--- config.mk ---
export PLATFORM = sky130hd
export DESIGN_NAME = hazard3_branch_predictor
export DESIGN_NICKNAME = d
export VERILOG_FILES = /design/src/rtl/hazard3_branch_predictor.sv
export SDC_FILE = /design/constraint.sdc
export NUM_CORES = 1
export LEC_CHECK = 0
export BUFFER_PORTS_ARGS = -buffer_cell sky130_fd_sc_hd__buf_2
export CORE_MARGIN = 1
export CORE_UTILIZATION = 59
export DETAILED_ROUTE_END_ITERATION = 10
export PLACE_DENSITY_LB_ADDON = 0.15
export SKIP_CTS_REPAIR_TIMING = 1
export SLEW_MARGIN = 30
export SYNTH_ARGS = -nofsm -noshare
export SYNTH_HDL_FRONTEND = slang
export SYNTH_SLANG_ARGS = --single-unit
--- constraint.sdc ---
create_clock -name clk -period 11.7 [get_ports clk]
set_clock_uncertainty 0.15 [all_clocks]
set_input_delay 2.34 -clock clk [delete_from_list [all_inputs] [get_ports clk]]
set_output_delay 2.34 -clock clk [all_outputs]
set_load 0.1 [all_outputs]
--- src/rtl/hazard3_branch_predictor.sv ---
// Direct-mapped branch target buffer with 2-bit saturating direction counters.
// Latency: lookup is combinational from table state; a training write is visible to lookups the following cycle.
// Backpressure: none; one lookup and one training write are accepted every cycle.
module hazard3_branch_predictor #(
    parameter int W_ADDR    = 32,
    parameter int N_ENTRIES = 4
) (
    input  logic              clk,
    input  logic              rst,
    input  logic              pred_vld,
    input  logic [W_ADDR-1:0] pred_pc,
    output logic              pred_hit,
    output logic              pred_taken,
    output logic [W_ADDR-1:0] pred_target,
    input  logic              upd_vld,
    input  logic [W_ADDR-1:0] upd_pc,
    input  logic              upd_taken,
    input  logic [W_ADDR-1:0] upd_target,
    input  logic              inval
);

    // Index skips bit 0: branches are halfword aligned so compressed code can use every slot.
    localparam int K     = $clog2(N_ENTRIES);
    localparam int TAG_W = W_ADDR - K - 1;

    logic [N_ENTRIES-1:0] valid_q, valid_d;
    logic [TAG_W-1:0]     tag_q    [N_ENTRIES];
    logic [TAG_W-1:0]     tag_d    [N_ENTRIES];
    logic [W_ADDR-2:0]    target_q [N_ENTRIES];
    logic [W_ADDR-2:0]    target_d [N_ENTRIES];
    logic [1:0]           ctr_q    [N_ENTRIES];
    logic [1:0]           ctr_d    [N_ENTRIES];

    logic [K-1:0]     pred_idx;
    logic [TAG_W-1:0] pred_tag;
    logic [K-1:0]     upd_idx;
    logic [TAG_W-1:0] upd_tag;
    logic             pred_match;
    logic             upd_match;

    // Bit 0 of every address carries no information for the table.
    logic unused_bit0;
    assign unused_bit0 = ^{pred_pc[0], upd_pc[0], upd_target[0]};

    assign pred_idx = pred_pc[K:1];
    assign pred_tag = pred_pc[W_ADDR-1:K+1];
    assign upd_idx  = upd_pc[K:1];
    assign upd_tag  = upd_pc[W_ADDR-1:K+1];

    // Lookup: reads only registered state, so training never races the fetch path.
    always_comb begin
        pred_match  = pred_vld && valid_q[pred_idx] && (tag_q[pred_idx] == pred_tag);
        pred_hit    = pred_match;
        pred_taken  = pred_match && ctr_q[pred_idx][1];
        pred_target = pred_match ? {target_q[pred_idx], 1'b0} : '0;
    end

    // Training: invalidate beats any same-cycle update; not-taken misses never allocate.
    always_comb begin
        valid_d   = valid_q;
        tag_d     = tag_q;
        target_d  = target_q;
        ctr_d     = ctr_q;
        upd_match = valid_q[upd_idx] && (tag_q[upd_idx] == upd_tag);
        if (inval) begin
            valid_d = '0;
        end else if (upd_vld) begin
            if (upd_match) begin
                if (upd_taken) begin
                    if (ctr_q[upd_idx] != 2'b11) begin
                        ctr_d[upd_idx] = ctr_q[upd_idx] + 2'd1;
                    end
                    target_d[upd_idx] = upd_target[W_ADDR-1:1];
                end else if (ctr_q[upd_idx] != 2'b00) begin
                    ctr_d[upd_idx] = ctr_q[upd_idx] - 2'd1;
                end
            end else if (upd_taken) begin
                // New entry starts weakly taken and evicts whatever aliased here.
                valid_d[upd_idx]  = 1'b1;
                tag_d[upd_idx]    = upd_tag;
                target_d[upd_idx] = upd_target[W_ADDR-1:1];
                ctr_d[upd_idx]    = 2'b10;
            end
        end
    end

    // Table state; asynchronous reset empties the table and drops any in-flight write.
    always_ff @(posedge clk or posedge rst) begin
        if (rst) begin
            valid_q <= '0;
            for (int i = 0; i < N_ENTRIES; i++) begin
                tag_q[i]    <= '0;
                target_q[i] <= '0;
                ctr_q[i]    <= 2'b00;
            end
        end else begin
            valid_q  <= valid_d;
            tag_q    <= tag_d;
            target_q <= target_d;
            ctr_q    <= ctr_d;
        end
    end

endmodule

# Word level (Yosys, flattened, before mapping)
# Cells that the tools add are included.
# classes
n_lt_le_gt_ge,6
n_reduce_logical,15
mux,41
bitwise,8
eq_ne,5
addsub,2
# ops
operator,count
29-bit 2-to-1 mux,5
124-bit bitwise mux,1
29-bit binary-select mux with 2-bit select,2
116-bit bitwise mux,1
31-bit 2-to-1 mux,3
31-bit binary-select mux with 2-bit select,1
31-bit demux with 2-bit select,1
29-bit demux with 2-bit select,1
29-bit == test,2
8-bit 2-to-1 mux,5
32-bit 2-to-1 mux,1
8-bit bitwise mux,2
4-bit 2-to-1 mux,4
2-bit 2-to-1 mux,5
2-bit nonzero test,5
2-bit binary-select mux with 2-bit select,2
4-bit OR,2
"3-bit >= comparator, second input constant",2
1-bit logical AND,6
"2-bit by 3-bit less-than comparator with 1-bit output, second input constant",2
2-bit NOT with 3-bit output,2
3-bit AND reduction,2
5-bit AND reduction,1
4-bit AND,1
other kinds (13),18
# totals
wordCells,90
out_inout_bits,34
input_bits,102
register_bits,252

# Depth between registers and ports, before layout
# depth
ltp_word,9
mapped_depth,12
mapped_depth_nobuf,8

# Least setup slack after synthesis
# No wires, ideal clock.
# synth_path
path_kind,in2out
start,input pred_pc[1]
end,output pred_target[22]
path_slack_ns,3.967
t_required_ns,9.210
arrival_time_ns,5.243
path_buffers,3
cell_stages,8
cell_sequence,buf_2 > buf_1 > mux4_2 > xnor2_1 > nand4_1 > nor4_1 > clkbuf_1 > and3_1
# synth_via
elab_chain_cells,7
word_cells_on_any_way,13
cone_classes,eq/ne (1); mux (9); bitwise (1); reduce/logical (2)
# synth_lines
item,line,text
start: declaration,11,"input logic [W_ADDR-1:0] pred_pc,"
2-bit NOT with 3-bit output (not written as such),"52, 55",
29-bit binary-select mux with 2-bit select,52,pred_match = pred_vld && valid_q[pred_idx] && (tag_q[pred_idx] == pred_tag);
29-bit 2-to-1 mux (not written as such) (2 in series),52,
29-bit == test,52,
1-bit logical AND,52,
32-bit 2-to-1 mux *,55,"pred_target = pred_match ? {target_q[pred_idx], 1'b0} : '0;"
end: declaration,14,"output logic [W_ADDR-1:0] pred_target,"
# Mark *: on every way between the ends. The rest lies on a longest branch, timed or not. The select of a mux whose other input is x is not followed.

# Final worst setup path
# layout_path
start,input pred_pc[1]
end,output pred_target[17]
# The elaborated chain is that of the path after synthesis.

==> results.md <==
* Outcome: completed
* Max Root-Sink Buffers at 3
* # rows at 53
* Vertical extent of the die at 150 um
* Leading register cell type out of synthesis: sky130_fd_sc_hd__dfrtp_1
* Pin count of the biggest net entering global routing at 132
* Routability Congestion at 0.785
* Most used cells in the layout excluding fill and tap cells: sky130_fd_sc_hd__dfrtp_1 (252), sky130_fd_sc_hd__buf_2 (128), sky130_fd_sc_hd__mux2_2 (125), sky130_fd_sc_hd__mux2_1 (124), sky130_fd_sc_hd__mux4_2 (73)
* Number of filler instances in the final layout at 1520
* Sequential cell fraction of total power at 45.9%
* Via density at 6.17
* WS Path Type: in2out
* Antenna-violating nets left at 0
* Post-route setup TNS at 0 ns
* First-pass GRT wire length at 45300 um
* Total via count after detailed routing at 7794
* Area of the multi-input gates at 0.00627 mm^2
* Cell area after technology mapping at 0.0130 mm^2
* Vias in the first global route at 8245
* CTS Root Cell: sky130_fd_sc_hd__clkbuf_16
* Arrival time of data at the critical path endpoint at 5.98 ns
* Period minus WS final at 8.47 ns
* Leftover overflow at the end of global routing at 0
* Internal power of the cells at 0.00191 W
* Post-synth EDFFs at 0
* Worst Path Required at 9.21 ns
* Number of instances in the synthesized netlist at 855
* Area added between synthesis and finish at 13.0%
* DRC errors left at 0
* Average cell area after synthesis at 15.2 um^2
* Die span in x at 150 um
* DRC marker count from the first detailed-route iteration at 326
* Synthesis-stage register bit count at 252
* Net switching power at 0.000671 W
* Peak supply drop at 0.000169 V
* Worst-Margin Slew at 0.979 ns
* Starting Density at 61.1%
* Tightest Hold Check Type: reg2reg
* Post-CTS clock slew at the launch and capture registers of the worst setup and hold paths at 0.06 ns
* TritonCTS clock tree: done
* Share of the cycle needed by the critical path after routing at 72.4%
* Area of the die at 0.0226 mm^2
* Total CTS buffers at 28
* Max Slew Vio Count at 0
* Port bufs at 131
* Sw frac at 26.0%
* Floorplan Core Area at 0.0213 mm^2
* Logic pwr share at 19.5%
* Warning count from the yosys run at 0
* Global-route usage over all layers at 26.2%
* Max-cap violations at 0
* RSZ-0062 raised after global routing: no
* Sequential cell area at 0.00631 mm^2
* Post-detailed-route wirelength per cell at 22.2 um
* Number of nets in the final layout at 1071
* Share of post-route cells with drive strength above 1 at 41.0%
* Final count of hold timing violations at 0
* Kind of end point of the critical path: primary output
* Kind of start point of the critical path: input pin
* Leakage at 6.58 nW
* Total power density per cell area at 176 mW/mm^2
* Synthesized netlist net count at 959
* Top Ports at 136
* Fraction of the yosys area taken by sequential cells at 48.5%
* Detailed-route wire length at 28100 um
* Rel. slew slack at 34.7%
* Utilization after layout at 69.0%
* CP max FO at 33
* DP Cell Count at 1212
* Router iterations before antenna repair at 4
* Most common cell after layout, fill and taps aside: sky130_fd_sc_hd__dfrtp_1
* Number of antenna violations at the first check in global routing at 1
* Share of async-settable or async-resettable flops after synthesis at 100%
* Maximum operating frequency at 0.118 GHz
* Clock network fraction of total power at 34.6%
* Power, Total at 0.00258 W
* HPWL after detailed placement at 17300 um
* Yosys cell types at 52
* Non-filler cells, final at 1264
* Number of failing setup endpoints in the final timing report at 0
* Clk_lat worst skew at 0.55 ns
* CTS HTree Levels at 1
* # clock sinks at 252
==> final cells by class <==
class	instances	share of cell area, %
well taps	275	2.34
clock inverters	13	1.12
inverters	16	0.494
clock buffers	38	5.37
diodes	1	0.0170
multi-input cells	529	42.7
flip-flops and latches	252	42.9
repair buffers	140	5.00
==> registers in the layout, summed over array words and instances, names as in the netlist <==
register / flops
valid_q: 4
target_q: 124
ctr_q: 8
tag_q: 116
==> metal layers <==
layer  routed length [um]  GRT usage (%)
met1                12400           36.3
met2                13900           44.0
met3                 1320           4.15
met4                  452           5.71
met5                    0              0
==> power groups by stage <==
stage	sequential [W]	clock (W)	combinational (W)
floorplan	0.00116	0	0.000410
global placement	0.00119	0	0.000495
detailed placement	0.00120	0	0.000509
CTS	0.00118	0.000912	0.000512
global route	0.00121	0.000949	0.000548
finish	0.00119	0.000894	0.000504
==> through the flow <==
step           hold WS, ns  cell area [um^2]  setup slack [ns]
6_report             0.332             14700              3.23
5_1_grt              0.354             14700              2.96
4_1_cts              0.338             14700              3.14
3_5_place_dp         0.323             13700              3.19
3_3_place_gp         0.318             13700              3.23
2_1_floorplan        0.302             13000              2.28
==> synth_stat cells (2+ instances only) <==
cell	n	area (um^2)
sky130_fd_sc_hd__a211oi_1	2	15.0
sky130_fd_sc_hd__mux2i_1	26	260
sky130_fd_sc_hd__buf_1	6	22.5
sky130_fd_sc_hd__mux4_1	8	210
sky130_fd_sc_hd__xor2_1	14	123
sky130_fd_sc_hd__and4_1	2	17.5
sky130_fd_sc_hd__nor4_1	3	18.8
sky130_fd_sc_hd__nor2_1	2	7.51
sky130_fd_sc_hd__and2_1	3	18.8
sky130_fd_sc_hd__a22oi_1	3	22.5
sky130_fd_sc_hd__o2bb2ai_2	3	45.0
sky130_fd_sc_hd__buf_6	16	180
sky130_fd_sc_hd__o22ai_1	2	12.5
sky130_fd_sc_hd__nand4_1	9	56.3
sky130_fd_sc_hd__nand2_1	11	41.3
sky130_fd_sc_hd__clkbuf_1	23	86.3
sky130_fd_sc_hd__a21oi_1	3	15.0
sky130_fd_sc_hd__a32o_1	2	20.0
sky130_fd_sc_hd__mux2_2	125	1410
sky130_fd_sc_hd__xnor2_1	40	350
sky130_fd_sc_hd__or3_1	3	18.8
sky130_fd_sc_hd__a2111oi_0	2	17.5
sky130_fd_sc_hd__dfrtp_1	252	6310
sky130_fd_sc_hd__buf_2	6	30.0
sky130_fd_sc_hd__mux4_2	73	1640
sky130_fd_sc_hd__inv_1	16	60.1
sky130_fd_sc_hd__buf_4	6	45.0
sky130_fd_sc_hd__o21ai_0	4	20.0
sky130_fd_sc_hd__nand2b_2	2	17.5
sky130_fd_sc_hd__nor4_4	3	63.8
sky130_fd_sc_hd__a2bb2oi_1	2	17.5
sky130_fd_sc_hd__and3_1	36	225
sky130_fd_sc_hd__mux2_1	124	1400
sky130_fd_sc_hd__ha_1	2	25.0
sky130_fd_sc_hd__nand3_1	3	15.0
sky130_fd_sc_hd__nor3b_1	2	15.0
==> worst max-delay path, stage by stage <==
cell,delay (ns)
sky130_fd_sc_hd__buf_4,0.55
sky130_fd_sc_hd__buf_4,0.64
sky130_fd_sc_hd__mux4_2,0.63
sky130_fd_sc_hd__xnor2_1,0.17
sky130_fd_sc_hd__nand4_1,0.23
sky130_fd_sc_hd__nor4_2,0.34
sky130_fd_sc_hd__buf_4,0.35
sky130_fd_sc_hd__and3_1,0.22
sky130_fd_sc_hd__buf_2,0.44
==> cell families (layout without fill, tap and decap cells) <==
logic type	count (synthesis)	in the layout	share of synthesized area, %
simple gates	89	89	4.62
buf+inv	74	207	3.42
flops	252	252	48.5
fa+ha+maj	2	2	0.192
compound gates	27	27	1.74
other cells	1	2	0.0289
xor+xnor	54	54	3.64
mux	356	356	37.8
==> final timing paths <==
path / startpoint / end / slack, ns / cells past startpoint
min in group asynchronous: rst / target_q[95]$_DFFE_PP0P_ / 1.74 / 2
max: pred_pc[1] / pred_target[17] / 3.23 / 9
max reg2reg: tag_q[84]$_DFFE_PP0P_ / tag_q[28]$_DFFE_PP0P_ / 8.02 / 8
min reg2reg: ctr_q[4]$_DFFE_PP0P_ / ctr_q[4]$_DFFE_PP0P_ / 0.33 / 1
max in group asynchronous: rst / target_q[74]$_DFFE_PP0P_ / 8.52 / 3
min: ctr_q[4]$_DFFE_PP0P_ / ctr_q[4]$_DFFE_PP0P_ / 0.33 / 1
(Power assumes the default switching activity.)
